--- config.mk ---
export PLATFORM = sky130hd
export DESIGN_NAME = pwm_capture
export DESIGN_NICKNAME = d
export VERILOG_FILES = /design/src/rtl/pwm_capture.sv
export SDC_FILE = /design/constraint.sdc
export NUM_CORES = 1
export LEC_CHECK = 0
export BUFFER_PORTS_ARGS = -buffer_cell sky130_fd_sc_hd__buf_4
export CAP_MARGIN = 20
export CORE_UTILIZATION = 50
export DETAILED_ROUTE_END_ITERATION = 12
export PLACE_DENSITY = 0.67
export SYNTH_ARGS = -nofsm -noshare
export SYNTH_HDL_FRONTEND = slang
export SYNTH_SLANG_ARGS = --single-unit
--- constraint.sdc ---
create_clock -name CLK -period 10.7 [get_ports CLK]
set_input_delay 0.535 -clock CLK [delete_from_list [all_inputs] [get_ports CLK]]
set_output_delay 0.535 -clock CLK [all_outputs]
set_load 0.01 [all_outputs]
--- src/rtl/pwm_capture.sv ---
// Eight-channel PWM pulse-width decoder.
// Each lane synchronises its pin, times the high phase in microseconds
// (rounded to nearest), accepts widths inside [MIN_US, MAX_US], and drops
// its valid flag once TIMEOUT_US passes without an accepted pulse.

module pwm_capture_ch #(
  parameter int CLK_PER_US = 50,
  parameter int MIN_US     = 500,
  parameter int MAX_US     = 2500,
  parameter int TIMEOUT_US = 25000,
  parameter int SW         = 6
) (
  input  logic        CLK,
  input  logic        RSTn,
  input  logic        i_en,
  input  logic        i_tick,
  input  logic        i_sig,
  output logic [15:0] o_width,
  output logic        o_valid,
  output logic        o_update
);

  typedef enum logic {ST_IDLE = 1'b0, ST_HIGH = 1'b1} state_t;

  localparam logic [SW-1:0] SUB_MAX = SW'(CLK_PER_US - 1);
  localparam logic [SW-1:0] HALF    = SW'(CLK_PER_US / 2);
  localparam logic [15:0]   MIN_W   = 16'(MIN_US);
  localparam logic [15:0]   MAX_W   = 16'(MAX_US);
  localparam logic [15:0]   US_SAT  = 16'(MAX_US + 1);
  localparam logic [15:0]   TMO_W   = 16'(TIMEOUT_US);

  state_t        r_state, w_state_nxt;
  logic [2:0]    r_sync;            // [0]=s1, [1]=s2, [2]=s3 (history)
  logic [SW-1:0] r_sub;
  logic [15:0]   r_us;
  logic [15:0]   r_tmr;
  logic [15:0]   r_width;
  logic          r_valid;
  logic          r_update;
  logic          w_rise, w_fall, w_accept, w_expire;
  logic [15:0]   w_meas;

  assign w_rise   = r_sync[1] & ~r_sync[2];
  assign w_fall   = ~r_sync[1] & r_sync[2];
  // Round to the nearest microsecond using the leftover sub-count.
  assign w_meas   = r_us + 16'(r_sub >= HALF);
  assign w_accept = (r_state == ST_HIGH) && w_fall &&
                    (w_meas >= MIN_W) && (w_meas <= MAX_W);
  assign w_expire = i_tick && (r_tmr == TMO_W - 16'd1);

  // Two-flop synchroniser plus history flop for edge detection.
  always_ff @(posedge CLK or negedge RSTn) begin
    if (!RSTn)      r_sync <= '0;
    else if (!i_en) r_sync <= '0;
    else            r_sync <= {r_sync[1:0], i_sig};
  end

  // Channel state register.
  always_ff @(posedge CLK or negedge RSTn) begin
    if (!RSTn)      r_state <= ST_IDLE;
    else if (!i_en) r_state <= ST_IDLE;
    else            r_state <= w_state_nxt;
  end

  // Next state: a rise arms the measurement, a fall ends it.
  always_comb begin
    w_state_nxt = r_state;
    case (r_state)
      ST_IDLE: if (w_rise) w_state_nxt = ST_HIGH;
      ST_HIGH: if (w_fall) w_state_nxt = ST_IDLE;
      default: w_state_nxt = ST_IDLE;
    endcase
  end

  // High-time counters; the rise cycle itself counts as the first clock.
  always_ff @(posedge CLK or negedge RSTn) begin
    if (!RSTn) begin
      r_sub <= '0;
      r_us  <= '0;
    end else if (!i_en) begin
      r_sub <= '0;
      r_us  <= '0;
    end else if (r_state == ST_IDLE && w_rise) begin
      r_sub <= SW'(1);
      r_us  <= '0;
    end else if (r_state == ST_HIGH && r_sync[1]) begin
      if (r_sub == SUB_MAX) begin
        r_sub <= '0;
        if (r_us != US_SAT) r_us <= r_us + 16'd1;
      end else begin
        r_sub <= r_sub + 1'b1;
      end
    end
  end

  // Loss-of-signal timer: cleared by an accept, otherwise saturating count.
  always_ff @(posedge CLK or negedge RSTn) begin
    if (!RSTn)                         r_tmr <= '0;
    else if (!i_en)                    r_tmr <= '0;
    else if (w_accept)                 r_tmr <= '0;
    else if (i_tick && r_tmr != TMO_W) r_tmr <= r_tmr + 16'd1;
  end

  // Result registers; an accept in the expiry cycle takes priority.
  always_ff @(posedge CLK or negedge RSTn) begin
    if (!RSTn) begin
      r_width  <= '0;
      r_valid  <= 1'b0;
      r_update <= 1'b0;
    end else if (!i_en) begin
      r_width  <= '0;
      r_valid  <= 1'b0;
      r_update <= 1'b0;
    end else begin
      r_update <= w_accept;
      if (w_accept) begin
        r_width <= w_meas;
        r_valid <= 1'b1;
      end else if (w_expire) begin
        r_width <= '0;
        r_valid <= 1'b0;
      end
    end
  end

  assign o_width  = r_width;
  assign o_valid  = r_valid;
  assign o_update = r_update;

endmodule

module pwm_capture #(
  parameter int CLK_PER_US = 50,
  parameter int MIN_US     = 500,
  parameter int MAX_US     = 2500,
  parameter int TIMEOUT_US = 25000
) (
  input  logic        CLK,
  input  logic        RSTn,
  input  logic        En,
  input  logic        Sig_In1,
  input  logic        Sig_In2,
  input  logic        Sig_In3,
  input  logic        Sig_In4,
  input  logic        Sig_In5,
  input  logic        Sig_In6,
  input  logic        Sig_In7,
  input  logic        Sig_In8,
  output logic [15:0] Width1,
  output logic [15:0] Width2,
  output logic [15:0] Width3,
  output logic [15:0] Width4,
  output logic [15:0] Width5,
  output logic [15:0] Width6,
  output logic [15:0] Width7,
  output logic [15:0] Width8,
  output logic [7:0]  Valid,
  output logic [7:0]  Update
);

  localparam int NUM_LANES = 8;
  localparam int SW = (CLK_PER_US > 1) ? $clog2(CLK_PER_US) : 1;
  localparam logic [SW-1:0] PRE_MAX = SW'(CLK_PER_US - 1);

  logic [SW-1:0]                r_presc;
  logic                         w_tick;
  logic [NUM_LANES-1:0]         w_sig;
  logic [NUM_LANES-1:0][15:0]   w_width;

  assign w_sig = {Sig_In8, Sig_In7, Sig_In6, Sig_In5,
                  Sig_In4, Sig_In3, Sig_In2, Sig_In1};

  // Shared microsecond prescaler, held at zero while disabled.
  always_ff @(posedge CLK or negedge RSTn) begin
    if (!RSTn)                  r_presc <= '0;
    else if (!En)               r_presc <= '0;
    else if (r_presc == PRE_MAX) r_presc <= '0;
    else                        r_presc <= r_presc + 1'b1;
  end

  assign w_tick = En & (r_presc == PRE_MAX);

  for (genvar g = 0; g < NUM_LANES; g++) begin : g_ch
    pwm_capture_ch #(
      .CLK_PER_US (CLK_PER_US),
      .MIN_US     (MIN_US),
      .MAX_US     (MAX_US),
      .TIMEOUT_US (TIMEOUT_US),
      .SW         (SW)
    ) u_ch (
      .CLK      (CLK),
      .RSTn     (RSTn),
      .i_en     (En),
      .i_tick   (w_tick),
      .i_sig    (w_sig[g]),
      .o_width  (w_width[g]),
      .o_valid  (Valid[g]),
      .o_update (Update[g])
    );
  end

  assign Width1 = w_width[0];
  assign Width2 = w_width[1];
  assign Width3 = w_width[2];
  assign Width4 = w_width[3];
  assign Width5 = w_width[4];
  assign Width6 = w_width[5];
  assign Width7 = w_width[6];
  assign Width8 = w_width[7];

endmodule

# Word level (Yosys, flattened, before mapping)
# Cells that the tools add are included.
[totals] reg_bits=486 input_bits=11
[classes] addsub=33 order_cmp=24 n_eq_ne=73 muxes=194 bitwise_logic=41 n_reduce_logical=64
[op_table] operator="$mux W16" count=88
[op_table] operator="$add A16 B1 Y16 const B" count=16
[op_table] operator="$mux W6" count=34
[op_table] operator="$add A16 B1 Y16" count=8
[op_table] operator="$eq A16 B15 Y1 const B" count=8
[op_table] operator="$ge A16 B9 Y1 const B" count=8
[op_table] operator="$le A16 B12 Y1 const B" count=8
[op_table] operator="$ne A16 B12 Y1 const B" count=8
[op_table] operator="$ne A16 B15 Y1 const B" count=8
[op_table] operator="$ne A3 B1 Y1 const B" count=40
[op_table] operator="$logic_and A1 B1 Y1" count=56
[op_table] operator="$mux W1" count=56
[op_table] operator="$add A6 B1 Y6 const B" count=9
[op_table] operator="$eq A6 B6 Y1 const B" count=9
[op_table] operator="$ge A6 B5 Y1 const B" count=8
[op_table] operator="$mux W3" count=8
[op_table] operator="$not A1 Y1" count=24
[op_table] operator="$reduce_and A3 Y1" count=8
[op_table] operator="$and A1 B1 Y1" count=17
[op_table] operator="$pmux W1 S2" count=8

# Depth between registers and ports, before layout
[logic_depth] ltp_word=7 ltp_mapped=17

# Cells and area by module
# From an unflattened synthesis, not the netlist that was laid out.
[hier_totals] hier_cells=3055 hier_area_um2=28224.6
[by_module_without_submodules] mod="pwm_capture_ch at g_ch[0].u_ch ..." instances=7 cells_per_inst=379 area_per_inst_um2=3485.8 seq_area_each_um2=1501.4
[by_module_without_submodules] mod="pwm_capture_ch at g_ch[7].u_ch" instances=1 cells_per_inst=374 area_per_inst_um2=3532.1 seq_area_each_um2=1501.4
[by_module_without_submodules] mod="pwm_capture" instances=1 cells_per_inst=28 area_per_inst_um2=291.5 seq_area_each_um2=150.1

# Least setup slack after synthesis
# OpenSTA, ideal clock, no wires.
[synth_path] path_kind="reg-to-reg" start="register g_ch[4].u_ch.r_sub[0]" end="register g_ch[4].u_ch.r_width[11]" arrival_time_ns=3.453 path_slack_ns=7.126 path_stages_with_launch=14 path_cell_list="dfrtp_1 -> ha_1 -> or3b_2 -> a31o_2 -> ha_1 -> ha_1 -> or2_2 -> maj3_1 -> o21ai_0 -> a21o_1 -> a22o_1 -> nand2_1 -> buf_2 -> a32o_1"
[synth_between] elab_chain_len=7
[synth_rtl] item="start: declaration" line_no="34" source="logic [SW-1:0] r_sub;"
[synth_rtl] item="start signal: assignment" line_no="91" source="r_sub <= r_sub + 1'b1;"
[synth_rtl] item="$ge A6 B5 Y1 *" line_no="46" source="assign w_meas = r_us + 16'(r_sub >= HALF);"
[synth_rtl] item="$add A16 B1 Y16 *" line_no="46"
[synth_rtl] item="$ge A16 B9 Y1" line_no="48" source="(w_meas >= MIN_W) && (w_meas <= MAX_W);"
[synth_rtl] item="$logic_and A1 B1 Y1" line_no="47" source="assign w_accept = (r_state == ST_HIGH) && w_fall &&"
[synth_rtl] item="$logic_and A1 B1 Y1" line_no="48"
[synth_rtl] item="$mux W16" line_no="116" source="if (w_accept) begin"
[synth_rtl] item="$mux W16" line_no="110" source="end else if (!i_en) begin"
[synth_rtl] item="end signal: assignment" line_no="117" source="r_width <= w_meas;"
[synth_rtl] item="end: declaration" line_no="37" source="logic [15:0] r_width;"
# Mark *: on every way between the ends. The rest lies on a longest branch, timed or not.
# A chain may end at the register's enable or synchronous reset.

# Worst setup path in the final report
[layout_path] start="register g_ch[2].u_ch.r_sub[1]" end="register g_ch[2].u_ch.r_width[1]"
[layout_between] elab_chain_len=7
[layout_rtl] item="start: declaration" line_no="34"
[layout_rtl] item="start signal: assignment" line_no="91"
[layout_rtl] item="$ge A6 B5 Y1 *" line_no="46"
[layout_rtl] item="$add A16 B1 Y16 *" line_no="46"
[layout_rtl] item="$ge A16 B9 Y1" line_no="48"
[layout_rtl] item="$logic_and A1 B1 Y1" line_no="47"
[layout_rtl] item="$logic_and A1 B1 Y1" line_no="48"
[layout_rtl] item="$mux W16" line_no="116"
[layout_rtl] item="$mux W16" line_no="110"
[layout_rtl] item="end signal: assignment" line_no="117"
[layout_rtl] item="end: declaration" line_no="37"
# Marks and branches as above.

==> results by group <==
Clocking
  – Hold buffers post-CTS: 0
  – CTS tree: done
  – Post-CTS setup repair buffer count: 0
  – Longest Clk Path Bufs: 3
  – Cell at the root of the clock tree: sky130_fd_sc_hd__clkbuf_16
  – Clock slew seen by the registers of the worst setup and hold paths: 0.06 ns
  – Clock Sinks: 486
  – Total CTS buffers: 54
  – H-tree Lvls: 2
  – Quantity of gates resized following cts: 0
  – Clock latency at the later pin of the worst-skew pair: 0.61 ns

Routing
  – Initial drt markers: 1,673
  – Sum of routed wire length over all layers: 60.8 mm
  – Mean routed wirelength per cell: 16.0 um
  – Average vias per placed instance: 5.79
  – DR pass1 iterations: 7
  – Number of vias after detailed routing: 22,000
  – Residual DRC count: 0
  – Antenna violation net count after detailed routing: 0

STA
  – Smallest hold slack: -0.0493 ns
  – Final worst path period need: 4.28 ns
  – Maximum operating frequency: 0.234 GHz
  – Unrepaired setup endpoints after global routing: false
  – Final Slew Violations: 0
  – Hold Vio Cnt, Final: 7
  – Final sum of negative setup slack: 0 ns
  – Setup WS post-layout: 6.42 ns
  – Slew of the pin with the lowest slew margin: 1.01 ns
  – Ratio of final minimum period to clock period: 0.400
  – Setup skew after layout: 0.0199 ns
  – Worst slew margin: 0.327
  – Final setup viols: 0

Place
  – Count of port buffers added during placement: 154
  – Detail Placement HPWL: 40.4 mm
  – Worst slack, placed: 6.45 ns
  – Last weighted congestion value of the routability-driven placer: 0.880

Synth
  – Asr flop ratio synth: 1.00
  – Count of synthesis-stage warnings from yosys: 0
  – Most area-consuming cells after synthesis: sky130_fd_sc_hd__dfrtp_1 (44%), sky130_fd_sc_hd__xnor2_1 (4.9%), sky130_fd_sc_hd__nor2_1 (4.5%), sky130_fd_sc_hd__xor2_1 (4.5%), sky130_fd_sc_hd__nand2_1 (4.4%)
  – Fraction of post-synthesis cell area in the top cell type by area: 0.440
  – Net count after synthesis: 3,097
  – Count of unique library cells instantiated by Yosys: 100
  – Cell area after technology mapping: 27,600 sq um
  – Post-synthesis cell count: 3,012
  – Main synth FF type: sky130_fd_sc_hd__dfrtp_1
  – Synth area leader: sky130_fd_sc_hd__dfrtp_1
  – Average size of a mapped cell: 9.17 sq um
  – Flip-flop and latch count after synthesis: 486
  – Sequential fraction of the synthesis area: 0.440
  – Number of enable-type register cells in the synthesized netlist: 0

Floorplan
  – Die outline area: 56,200 sq um
  – Die X-Extent: 237 um
  – Number of cell rows: 85
  – Core footprint: 54,200 sq um
  – Number of ports placed on the die boundary: 155
  – Effective utilization at floorplan: 0.509
  – Die Ht: 237 um

Worst setup path
  – Data required time at the worst endpoint: 11.18 ns
  – Kind of critical path: register to register
  – Number of logic stages on the critical path including buffering: 14
  – Crit path cell chain: inv_1 -> ha_1 -> nor2_1 -> nand2_1 -> a31o_2 -> ha_1 -> ha_1 -> nand3_1 -> nor3_1 -> mux2_2 -> o21ai_0 -> o311a_1 -> nand2_1 -> a32o_1
  – Cell at the slowest stage of the critical path: sky130_fd_sc_hd__nand2_1
  – Critical path endpoint category: register
  – Largest stage delay on the critical path: 0.64 ns
  – CP startpoint kind: register
  – Critical Path Most Common Cell: sky130_fd_sc_hd__ha_1
  – Count of buffer and inverter cells on the critical path: 1
  – Largest driver fanout on the critical path: 30
  – Cell depth of the worst flop-to-flop path: 14
  – Worst Path Arrival: 4.76 ns
  – Kind of cell adding the most delay to the critical path: simple AND/OR/NAND/NOR gates

Status
  – Outcome: finished with violations
  – Violated checks: negative hold slack

Global route
  – Initial antenna violation count: 0
  – Wire length of the first global-routing pass: 105 mm
  – Number of global-route vias before repair: 21,600
  – Remaining Overflow, GRT: 0
  – Maximum number of pins on one net before global-route repair: 178
  – Global routing usage summed across all routing layers: 0.218

Power and ir drop
  – Static leakage power: 13.3 nW
  – Power per cell area: 130 nW/um^2
  – Power consumption: 4.03 mW
  – Maximum vdd ir drop: 0.117 mV

Hold path
  – Classification of the worst-slack hold path: input pin to asynchronous set/reset pin

Job
  – Max-cap violations: 0

Cells and area
  – Share of layout cells above drive strength 1: 0.113
  – Fill cell total of the finished layout: 4,718
  – Count of inserted antenna diode cells: 0
  – Synth-to-Final Area Change: 11.9%
  – Total area of sequential cells: 12,200 sq um
  – Area taken by multi-input logic gates: 14,200 sq um
  – Final-stage net count: 3,148
-- routing by layer --
layer | track usage | wire [um]
met1 | 0.299 | 28100
met2 | 0.362 | 29200
met3 | 0.0294 | 2420
met4 | 0.0628 | 1140
met5 | 0 | 0
-- placed cells by master, fill, tap and decap left out, types with 11 or more instances in the layout --
| cell type | synthesis | layout |
|---|---|---|
| sky130_fd_sc_hd__nor2_1 | 329 | 329 |
| sky130_fd_sc_hd__o21ai_0 | 76 | 76 |
| sky130_fd_sc_hd__xor2_1 | 141 | 141 |
| sky130_fd_sc_hd__and3_1 | 77 | 77 |
| sky130_fd_sc_hd__and4_1 | 24 | 24 |
| sky130_fd_sc_hd__mux2i_1 | 62 | 62 |
| sky130_fd_sc_hd__nor3b_1 | 20 | 20 |
| sky130_fd_sc_hd__nand4_1 | 94 | 94 |
| sky130_fd_sc_hd__nor4b_1 | 16 | 16 |
| sky130_fd_sc_hd__clkbuf_16 | 0 | 54 |
| sky130_fd_sc_hd__or3_1 | 47 | 47 |
| sky130_fd_sc_hd__nor4_1 | 34 | 34 |
| sky130_fd_sc_hd__dfrtp_1 | 486 | 486 |
| sky130_fd_sc_hd__o2bb2ai_1 | 19 | 19 |
| sky130_fd_sc_hd__a31oi_1 | 20 | 20 |
| sky130_fd_sc_hd__xnor2_1 | 155 | 155 |
| sky130_fd_sc_hd__or2_2 | 19 | 19 |
| sky130_fd_sc_hd__a32o_1 | 16 | 16 |
| sky130_fd_sc_hd__nand2b_1 | 19 | 19 |
| sky130_fd_sc_hd__a211oi_1 | 14 | 14 |
| sky130_fd_sc_hd__ha_1 | 74 | 74 |
| sky130_fd_sc_hd__buf_4 | 25 | 170 |
| sky130_fd_sc_hd__nand2_1 | 326 | 326 |
| sky130_fd_sc_hd__nor3_1 | 96 | 96 |
| sky130_fd_sc_hd__a21oi_1 | 122 | 122 |
| sky130_fd_sc_hd__and2_1 | 55 | 55 |
| sky130_fd_sc_hd__clkinv_2 | 0 | 11 |
| sky130_fd_sc_hd__nand3_1 | 163 | 163 |
| sky130_fd_sc_hd__a31o_2 | 13 | 13 |
| sky130_fd_sc_hd__inv_1 | 91 | 91 |
| sky130_fd_sc_hd__nor3_2 | 19 | 19 |
-- cells in the mapped netlist (24+ instances only) --
cell type,instances
sky130_fd_sc_hd__nor4_1,34
sky130_fd_sc_hd__or3_1,47
sky130_fd_sc_hd__nor2_1,329
sky130_fd_sc_hd__xor2_1,141
sky130_fd_sc_hd__o21ai_0,76
sky130_fd_sc_hd__ha_1,74
sky130_fd_sc_hd__and2_1,55
sky130_fd_sc_hd__nand3_1,163
sky130_fd_sc_hd__nor3_1,96
sky130_fd_sc_hd__dfrtp_1,486
sky130_fd_sc_hd__buf_2,54
sky130_fd_sc_hd__mux2i_1,62
sky130_fd_sc_hd__inv_1,91
sky130_fd_sc_hd__nand2_1,326
sky130_fd_sc_hd__a21oi_1,122
sky130_fd_sc_hd__clkbuf_1,85
sky130_fd_sc_hd__nand4_1,94
sky130_fd_sc_hd__and4_1,24
sky130_fd_sc_hd__buf_4,25
sky130_fd_sc_hd__and3_1,77
sky130_fd_sc_hd__xnor2_1,155
-- report_power, final --
group	switching [mW]	total [mW]	internal, mW
Combinational	0.108	0.145	0.0371
Clock	0.774	2.01	1.24
Sequential	0.0218	1.87	1.85
-- path summary, 6_finish.rpt --
check,start,end,slack [ns]
max in group asynchronous,RSTn,g_ch[0].u_ch.r_us[12],8.52
max,g_ch[2].u_ch.r_sub[1],g_ch[2].u_ch.o_width[1],6.42
min reg2reg,g_ch[6].u_ch.r_sync[0],g_ch[6].u_ch.r_sync[1],0.45
max reg2reg,g_ch[2].u_ch.r_sub[1],g_ch[2].u_ch.o_width[1],6.42
min,RSTn,g_ch[7].u_ch.o_update,-0.05
min in group CLK,Sig_In1,g_ch[0].u_ch.r_sync[0],0.15
-- worst register-to-register path, delay by kind of cell (launching register included) --
kind / cells / cell delay (ns)
AOI/OAI and AO/OA: 4 / 1.20
DFF: 1 / 0.41
buffers and inverters: 1 / 0.09
adders and majority gates: 3 / 0.73
muxes: 1 / 0.37
and+or+nand+nor: 5 / 1.37
-- final cells by class --
| type | count | share of cell area |
|---|---|---|
| Sequential cell | 486 | 0.393 |
| Inverter | 92 | 0.0113 |
| Clock buffer | 73 | 0.0489 |
| Clock inverter | 29 | 0.0138 |
| Tap cell | 696 | 0.0282 |
| Multi-Input combinational cell | 2255 | 0.460 |
| Timing Repair Buffer | 174 | 0.0442 |
-- state kept, by name, indices dropped and copies added, names as in the netlist --
| register | flops |
|---|---|
| g_ch.u_ch.o_valid | 8 |
| g_ch.u_ch.r_state | 8 |
| g_ch.u_ch.o_update | 8 |
| r_presc | 6 |
| g_ch.u_ch.r_sync | 24 |
| g_ch.u_ch.r_us | 128 |
| g_ch.u_ch.r_sub | 48 |
| g_ch.u_ch.r_tmr | 128 |
| g_ch.u_ch.o_width | 128 |
-- kinds of logic (layout without fill, tap and decap cells) --
| group | Yosys count | count (layout) | share of synthesized area |
|---|---|---|---|
| muxes | 69 | 69 | 0.0253 |
| buffers and inverters | 271 | 368 | 0.0447 |
| and+or+nand+nor | 1401 | 1401 | 0.260 |
| adders and majority gates | 75 | 75 | 0.0339 |
| AOI/OAI and AO/OA | 414 | 414 | 0.102 |
| xor gates and xnor gates | 296 | 296 | 0.0939 |
| DFF | 486 | 486 | 0.440 |
-- through the flow --
stage / cell area (sq um) / hold slack, ns / std cells / util
CTS: 30800 / 0.0216 / 3801 / 0.569
finish: 30900 / -0.0493 / 3805 / 0.570
global route: 30900 / 0.0530 / 3805 / 0.570
global placement: 28900 / 0.437 / 3698 / 0.533
floorplan: 27600 / 0.239 / 3012 / -
detailed placement: 28900 / 0.444 / 3699 / 0.533
Power figures use the tool's default switching activity.
